==> src/rtl/bit_serial_pkg.sv <==
// Shared types and sizing helpers for the bit-serial SHA-256 sequencer.
package bit_serial_pkg;

    typedef enum logic [1:0] {
        IDLE = 2'd0,
        RUN  = 2'd1,
        DONE = 2'd2
    } seq_state_t;

    localparam int W_WORD_DEF   = 32;
    localparam int N_ROUNDS_DEF = 64;
    localparam int N_LOAD_DEF   = 16;
    localparam int BCLK_DIV_DEF = 2;

    function automatic int bits_for(input int n);
        return (n > 1) ? $clog2(n) : 1;
    endfunction

endpackage

==> src/rtl/bclk_gen.sv <==
// Bit-clock generator: divides clk by 2*BCLK_DIV and flags the falling toggle.
module bclk_gen
    import bit_serial_pkg::*;
#(
    parameter int BCLK_DIV = BCLK_DIV_DEF
) (
    input  logic clk,
    input  logic rst,
    input  logic en,
    input  logic hold,
    output logic bclk,
    output logic fall_strobe
);

    localparam int DW = bits_for(BCLK_DIV);
    localparam logic [DW-1:0] DIV_LAST = DW'(BCLK_DIV - 1);

    logic [DW-1:0] div_cnt;
    logic          tick;

    // Strobe is combinational so the sequencer advances on the same edge bclk falls.
    assign tick        = en && !hold && (div_cnt == DIV_LAST);
    assign fall_strobe = tick && bclk;

    always_ff @(posedge clk or posedge rst) begin
        if (rst) begin
            div_cnt <= '0;
            bclk    <= 1'b0;
        end else if (!en) begin
            div_cnt <= '0;
            bclk    <= 1'b0;
        end else if (!hold) begin
            if (div_cnt == DIV_LAST) begin
                div_cnt <= '0;
                bclk    <= ~bclk;
            end else begin
                div_cnt <= div_cnt + 1'b1;
            end
        end
    end

endmodule

==> src/rtl/bit_serial_seq.sv <==
// Bit-serial SHA-256 sequencer: bit clock, bit index and round count with start/busy/done.
// Optional freeze input enabled by defining BIT_SERIAL_HOLD_EN.
//
// state | meaning
// IDLE  | bclk and counters held at 0, waiting for start
// RUN   | bclk running, counter/round advance on each bclk fall
// DONE  | one-cycle done pulse, then back to IDLE
module bit_serial_seq
    import bit_serial_pkg::*;
#(
    parameter int W_WORD   = W_WORD_DEF,
    parameter int N_ROUNDS = N_ROUNDS_DEF,
    parameter int N_LOAD   = N_LOAD_DEF,
    parameter int BCLK_DIV = BCLK_DIV_DEF
) (
    input  logic                          clk,
    input  logic                          rst,
    input  logic                          start,
    output logic                          busy,
    output logic                          done,
    output logic                          bclk,
    output logic [bits_for(W_WORD)-1:0]   counter,
    output logic [bits_for(N_ROUNDS)-1:0] round,
    output logic                          load_phase,
    output logic                          word_last
`ifdef BIT_SERIAL_HOLD_EN
    ,
    input  logic                          hold
`endif
);

    localparam int CW = bits_for(W_WORD);
    localparam int RW = bits_for(N_ROUNDS);
    localparam logic [CW-1:0] CNT_LAST = CW'(W_WORD - 1);
    localparam logic [RW-1:0] RND_LAST = RW'(N_ROUNDS - 1);

    seq_state_t state, state_nx;
    logic       hold_i;
    logic       fall_strobe;
    logic       cnt_last;
    logic       rnd_last;

`ifdef BIT_SERIAL_HOLD_EN
    assign hold_i = hold && (state == RUN);
`else
    assign hold_i = 1'b0;
`endif

    assign cnt_last = (counter == CNT_LAST);
    assign rnd_last = (round == RND_LAST);

    bclk_gen #(
        .BCLK_DIV (BCLK_DIV)
    ) u_bclk_gen (
        .clk         (clk),
        .rst         (rst),
        .en          (state == RUN),
        .hold        (hold_i),
        .bclk        (bclk),
        .fall_strobe (fall_strobe)
    );

    always_ff @(posedge clk or posedge rst) begin
        if (rst) begin
            state <= IDLE;
        end else begin
            state <= state_nx;
        end
    end

    always_comb begin
        state_nx = state;
        unique case (state)
            IDLE:    if (start) state_nx = RUN;
            RUN:     if (fall_strobe && cnt_last && rnd_last) state_nx = DONE;
            DONE:    state_nx = IDLE;
            default: state_nx = IDLE;
        endcase
    end

    always_comb begin
        busy       = (state == RUN);
        done       = (state == DONE);
        load_phase = (state != IDLE) && (int'(round) < N_LOAD);
        word_last  = (state != IDLE) && cnt_last;
    end

    // Counters move only on the bclk fall, so they are stable across every rise.
    always_ff @(posedge clk or posedge rst) begin
        if (rst) begin
            counter <= '0;
            round   <= '0;
        end else if (state != RUN) begin
            counter <= '0;
            round   <= '0;
        end else if (fall_strobe) begin
            if (cnt_last) begin
                counter <= '0;
                if (!rnd_last) begin
                    round <= round + 1'b1;
                end
            end else begin
                counter <= counter + 1'b1;
            end
        end
    end

endmodule

==> config.mk <==
export PLATFORM = sky130hd
export DESIGN_NAME = bit_serial_seq
export DESIGN_NICKNAME = d
export VERILOG_FILES = /design/src/rtl/bit_serial_pkg.sv /design/src/rtl/bclk_gen.sv /design/src/rtl/bit_serial_seq.sv
export SDC_FILE = /design/constraint.sdc
export NUM_CORES = 1
export LEC_CHECK = 0
export ABC_AREA = 1
export ABC_CLOCK_PERIOD_IN_PS = 4700
export BUFFER_PORTS_ARGS = -buffer_cell sky130_fd_sc_hd__buf_2
export CAP_MARGIN = 20
export CORE_MARGIN = 3
export CORE_UTILIZATION = 55
export CTS_CLUSTER_DIAMETER = 120
export DETAILED_ROUTE_END_ITERATION = 10
export PLACE_DENSITY = 0.8
export SLEW_MARGIN = 10
export SYNTH_ARGS = -nofsm -noshare
export SYNTH_HDL_FRONTEND = slang
export SYNTH_SLANG_ARGS = --single-unit
==> constraint.sdc <==
create_clock -name clk -period 4.7 [get_ports clk]
set_input_delay 0.94 -clock clk [delete_from_list [all_inputs] [get_ports clk]]
set_output_delay 0.94 -clock clk [all_outputs]
set_load 0.02 [all_outputs]
Word-level counts from Yosys, hierarchy flattened
Cells that the tools add are included.
{"block": "op_classes", "n_addsub": 3, "reduce_logical": 12, "n_mux": 14, "magnitude_cmp": 1, "eq_ne": 9, "n_bitwise": 1}
{"op": "$mux 6", "count": 4}
{"op": "$mux 5", "count": 3}
{"op": "$add 6x1->6 const B", "count": 1}
{"op": "$eq 6x6->1 const B", "count": 1}
{"op": "$logic_and 1x1->1", "count": 6}
{"op": "$lt 6x5->1 const B", "count": 1}
{"op": "$ne 2x2->1 const B", "count": 3}
{"op": "$reduce_bool 2->1", "count": 3}
{"op": "$add 5x1->5 const B", "count": 1}
{"op": "$eq 5x5->1 const B", "count": 1}
{"op": "$mux 1", "count": 4}
{"op": "$mux 2", "count": 2}
{"op": "$ne 2x1->1 const B", "count": 2}
{"op": "$pmux 2 s2", "count": 1}
{"op": "$reduce_and 3->1", "count": 1}
{"op": "$eq 2x1->1 const B", "count": 1}
{"op": "$eq 2x2->1 const B", "count": 1}
{"op": "$logic_not 2->1", "count": 1}
{"op": "$reduce_and 2->1", "count": 1}
{"op": "$add 1x1->1 const B", "count": 1}
{"op": "$not 1->1", "count": 1}
{"block": "totals", "out_inout_bits": 16, "wordCells": 45, "regBits": 15, "inputBits": 3}

Longest topological paths before layout
{"block": "depth", "ltp_word": 7, "depth_mapped": 10, "depth_no_buf": 9}

Hierarchy
A second synthesis with hierarchy kept.
{"block": "hier_totals", "cells_unflattened": 107, "area_unflattened_um2": 854.6}
{"mod": "bit_serial_seq", "seq_area_each_um2": 325.3, "area_per_inst_um2": 754.5, "instances": 1, "cells_each": 93}
{"mod": "bclk_gen", "seq_area_each_um2": 50.0, "area_per_inst_um2": 100.1, "instances": 1, "cells_each": 14}

Worst setup path after synthesis
No wires, ideal clock.
{"block": "synth_timing", "kind": "register to output", "start": "register counter[0]", "end": "output port word_last", "path_buffers": 0, "stages_incl_launch_ff": 7, "required_ns": 3.760, "arrival_time_ns": 1.400, "setup_slack_ns": 2.360, "cell_sequence": "dfrtp_1 ha_1 inv_1 nor3_1 ha_1 inv_1 nor2_1"}
{"block": "synth_between", "elab_chain_len": 2}
{"element": "start: declaration", "line_no": "bit_serial_seq.sv:22", "source": "output logic [bits_for(W_WORD)-1:0] counter,"}
{"element": "start signal: assignment", "line_no": "bit_serial_seq.sv:103", "source": "counter <= counter + 1'b1;"}
{"element": "$eq 5x5->1", "line_no": "bit_serial_seq.sv:49", "source": "assign cnt_last = (counter == CNT_LAST);"}
{"element": "$logic_and 1x1->1", "line_no": "bit_serial_seq.sv:85", "source": "word_last = (state != IDLE) && cnt_last;"}
{"element": "end: declaration", "line_no": "bit_serial_seq.sv:25", "source": "output logic word_last"}
Every way passes these cells.

Final worst setup path
Same ends and word-level chain as after synthesis.

==> results.cfg <==
[status]
run_status = finished, final reports clean

[layout]
final_nets = 127
antenna_cells = 0
final_util_pct = 70.0
design_area_um2 = 967
area_growth_pct = 12.0
drive_gt1_share_pct = 30.8

[critical_path]
crit_path_top_delay_cell = dfrtp_1
startpoint_type = flip-flop
path_delay_family = flip-flops
critPathCaptureType = output port
crit_type = reg2out
slowest_delay_ns = 0.43
worst-path-max-fanout = 5
crit_chain = ha_1 -> inv_1 -> nor3_1 -> ha_1 -> inv_1 -> nor2_1 -> buf_2
arrival_ns = 1.67
crit_buf_inv = 3
ff2ff_setup_slack_ns = 2.95
required_ns = 3.76

[floorplan]
die_w_um = 45.6
start_util_pct = 62.4
dieArea_um2 = 2080
rows = 13
io_pins = 19
die-height_um = 45.6
core_um2 = 1380

[clock_network]
postCtsSetupBuffers = 0
hold_buffers = 0
cts.repair.resized = 0
clock_path_buffers = 2
tritoncts = built
clk_pin_slew_ns = 0.09
cts_root_buffer = clkbuf_4
clock-sinks = 15
clkLatencyLatePin_ns = 0.29
ctsHtreeMaxLevel = 1
cts_buffers = 3

[sta]
tns_ns = 0
fin_crit_sh_pct = 55.6
hold_viol = 0
finClkSkew_ns = 0.00789
max_slew_margin_pct = 60.8
tightest_slew_ns = 0.587
finalCriticalPeriod_ns = 2.61
rsz0062_at_grt = false
setup_violations = 0
fmax_ghz = 0.382
worst_slack_ns = 2.09
maxSlewViolCount = 0

[logic_synthesis]
synth_seq_cells = 15
netlist.area_leader.share_pct = 43.5
yosysUniqueCellTypes = 26
synth_nets = 106
synth_area_um2 = 863
synth_largest_area_cell = dfrtp_1
synthTopCellsByArea = dfrtp_1, nand2_1, inv_1
syn_inst = 100
synth-seq-area-share_pct = 43.5
synth_warnings = 0
synth.avg_cell_area_um2 = 8.63

[flow_run]
maxCapViolations = 0

[route]
wl_per_cell_um = 12.7
via_per_inst = 5.13
num_vias = 692
drt-total-wl_mm = 1.72
antenna_left = 0
drt_pre_antenna_iters = 4
drc = 0
drtIter0Drc = 20

[global_routing]
grt.total_usage_pct = 18.5
grt_pass1_wl_mm = 2.73
antenna_found_initial = 0
overflow = 0
grt_pass1_vias = 630
grt_max_degree = 16

[min_path]
hp-class = reg2reg

[placed_design]
place_ws_ns = 2.43
portBuffers = 18
place_congestion = 0.746
place_area_um2 = 941
place.detailed.hpwl_mm = 1.26

[power]
ir_drop_mv = 0.113
p_per_area_nw_per_um2 = 215
p_leak_nw = 0.497
==> through the flow <==
step	std cells	hold WS [ns]	power, mW
floorplan	100	0.476	0.133
finish	135	0.534	0.208
detailed placement	131	0.520	0.135
global placement	131	0.501	0.135
CTS	135	0.534	0.211
global route	135	0.574	0.215
==> power breakdown <==
group	internal (mW)	switching [mW]	leakage, nW
logic	0.000621	0.00268	0.293
registers	0.129	0	0.190
clock network	0.0330	0.0427	0.0150
total	0.163	0.0454	0.497
==> state kept, by name, summed over array words and instances, names as in the netlist <==
name and flops:
u_bclk_gen.div_cnt 1, u_bclk_gen.bclk 1, counter 5, round 6
state 2
==> cells by family (layout without fill, tap and decap cells) <==
kind of cell | Yosys count | after routing | synth area share, %
AOI/OAI and AO/OA | 17 | 17 | 14.3
xor gates and xnor gates | 1 | 1 | 1.01
adders and majority gates | 3 | 3 | 4.35
buffers and inverters | 17 | 37 | 10.1
DFF | 15 | 15 | 43.5
and+or+nand+nor | 47 | 47 | 26.7
==> cell usage after synthesis, drive strengths merged <==
master / n
xor2: 1
ha: 3
o21a: 1
o21bai: 1
nor2: 7
o211ai: 1
a21oi: 2
inv: 15
dfrtp: 15
o22ai: 1
buf: 2
or2: 1
nand2: 26
nand3: 9
nand4: 2
o21ai: 11
nor3: 2
==> cell usage in the layout, fill, tap and decap left out <==
master,n
a21oi_1,2
buf_2,18
clkbuf_1,1
clkbuf_4,3
dfrtp_1,15
ha_1,3
inv_1,13
inv_2,2
nand2_1,22
nand2_2,4
nand3_1,8
nand3_4,1
nand4_1,2
nor2_1,5
nor2_2,1
nor2_4,1
nor3_1,2
o211ai_1,1
o21a_1,1
o21ai_0,4
o21ai_1,1
o21ai_2,5
o21ai_4,1
o21bai_1,1
o22ai_1,1
or2_2,1
xor2_1,1
==> metal layers <==
metal	track usage, %	vias up	share of wire, %
met5	0	-	0
met4	10.5	0	2.0
met3	3.56	5	3.7
met2	27.3	15	44
met1	25.1	312	50
li1	-	360	-
==> worst paths after layout <==
path,startpoint,endpoint,depth (start not counted)
setup / recovery,counter[0],word_last,7
hold / removal,u_bclk_gen.div_cnt,u_bclk_gen.div_cnt,1
setup reg to reg,counter[0],round[4],9
hold reg to reg,u_bclk_gen.div_cnt,u_bclk_gen.div_cnt,1
max in group asynchronous,rst,state[0],2
min in group asynchronous,rst,counter[0],2
==> area by class of cell <==
| type | count | area, µm² |
|---|---|---|
| Fill cell | 121 | 415 |
| Multi-Input combinational cell | 68 | 400 |
| Sequential cell | 15 | 375 |
| Timing Repair Buffer | 18 | 90.1 |
| Inverter | 15 | 56.3 |
| Clock buffer | 4 | 26.3 |
| Tap cell | 15 | 18.8 |
Power figures use the tool's default switching activity.
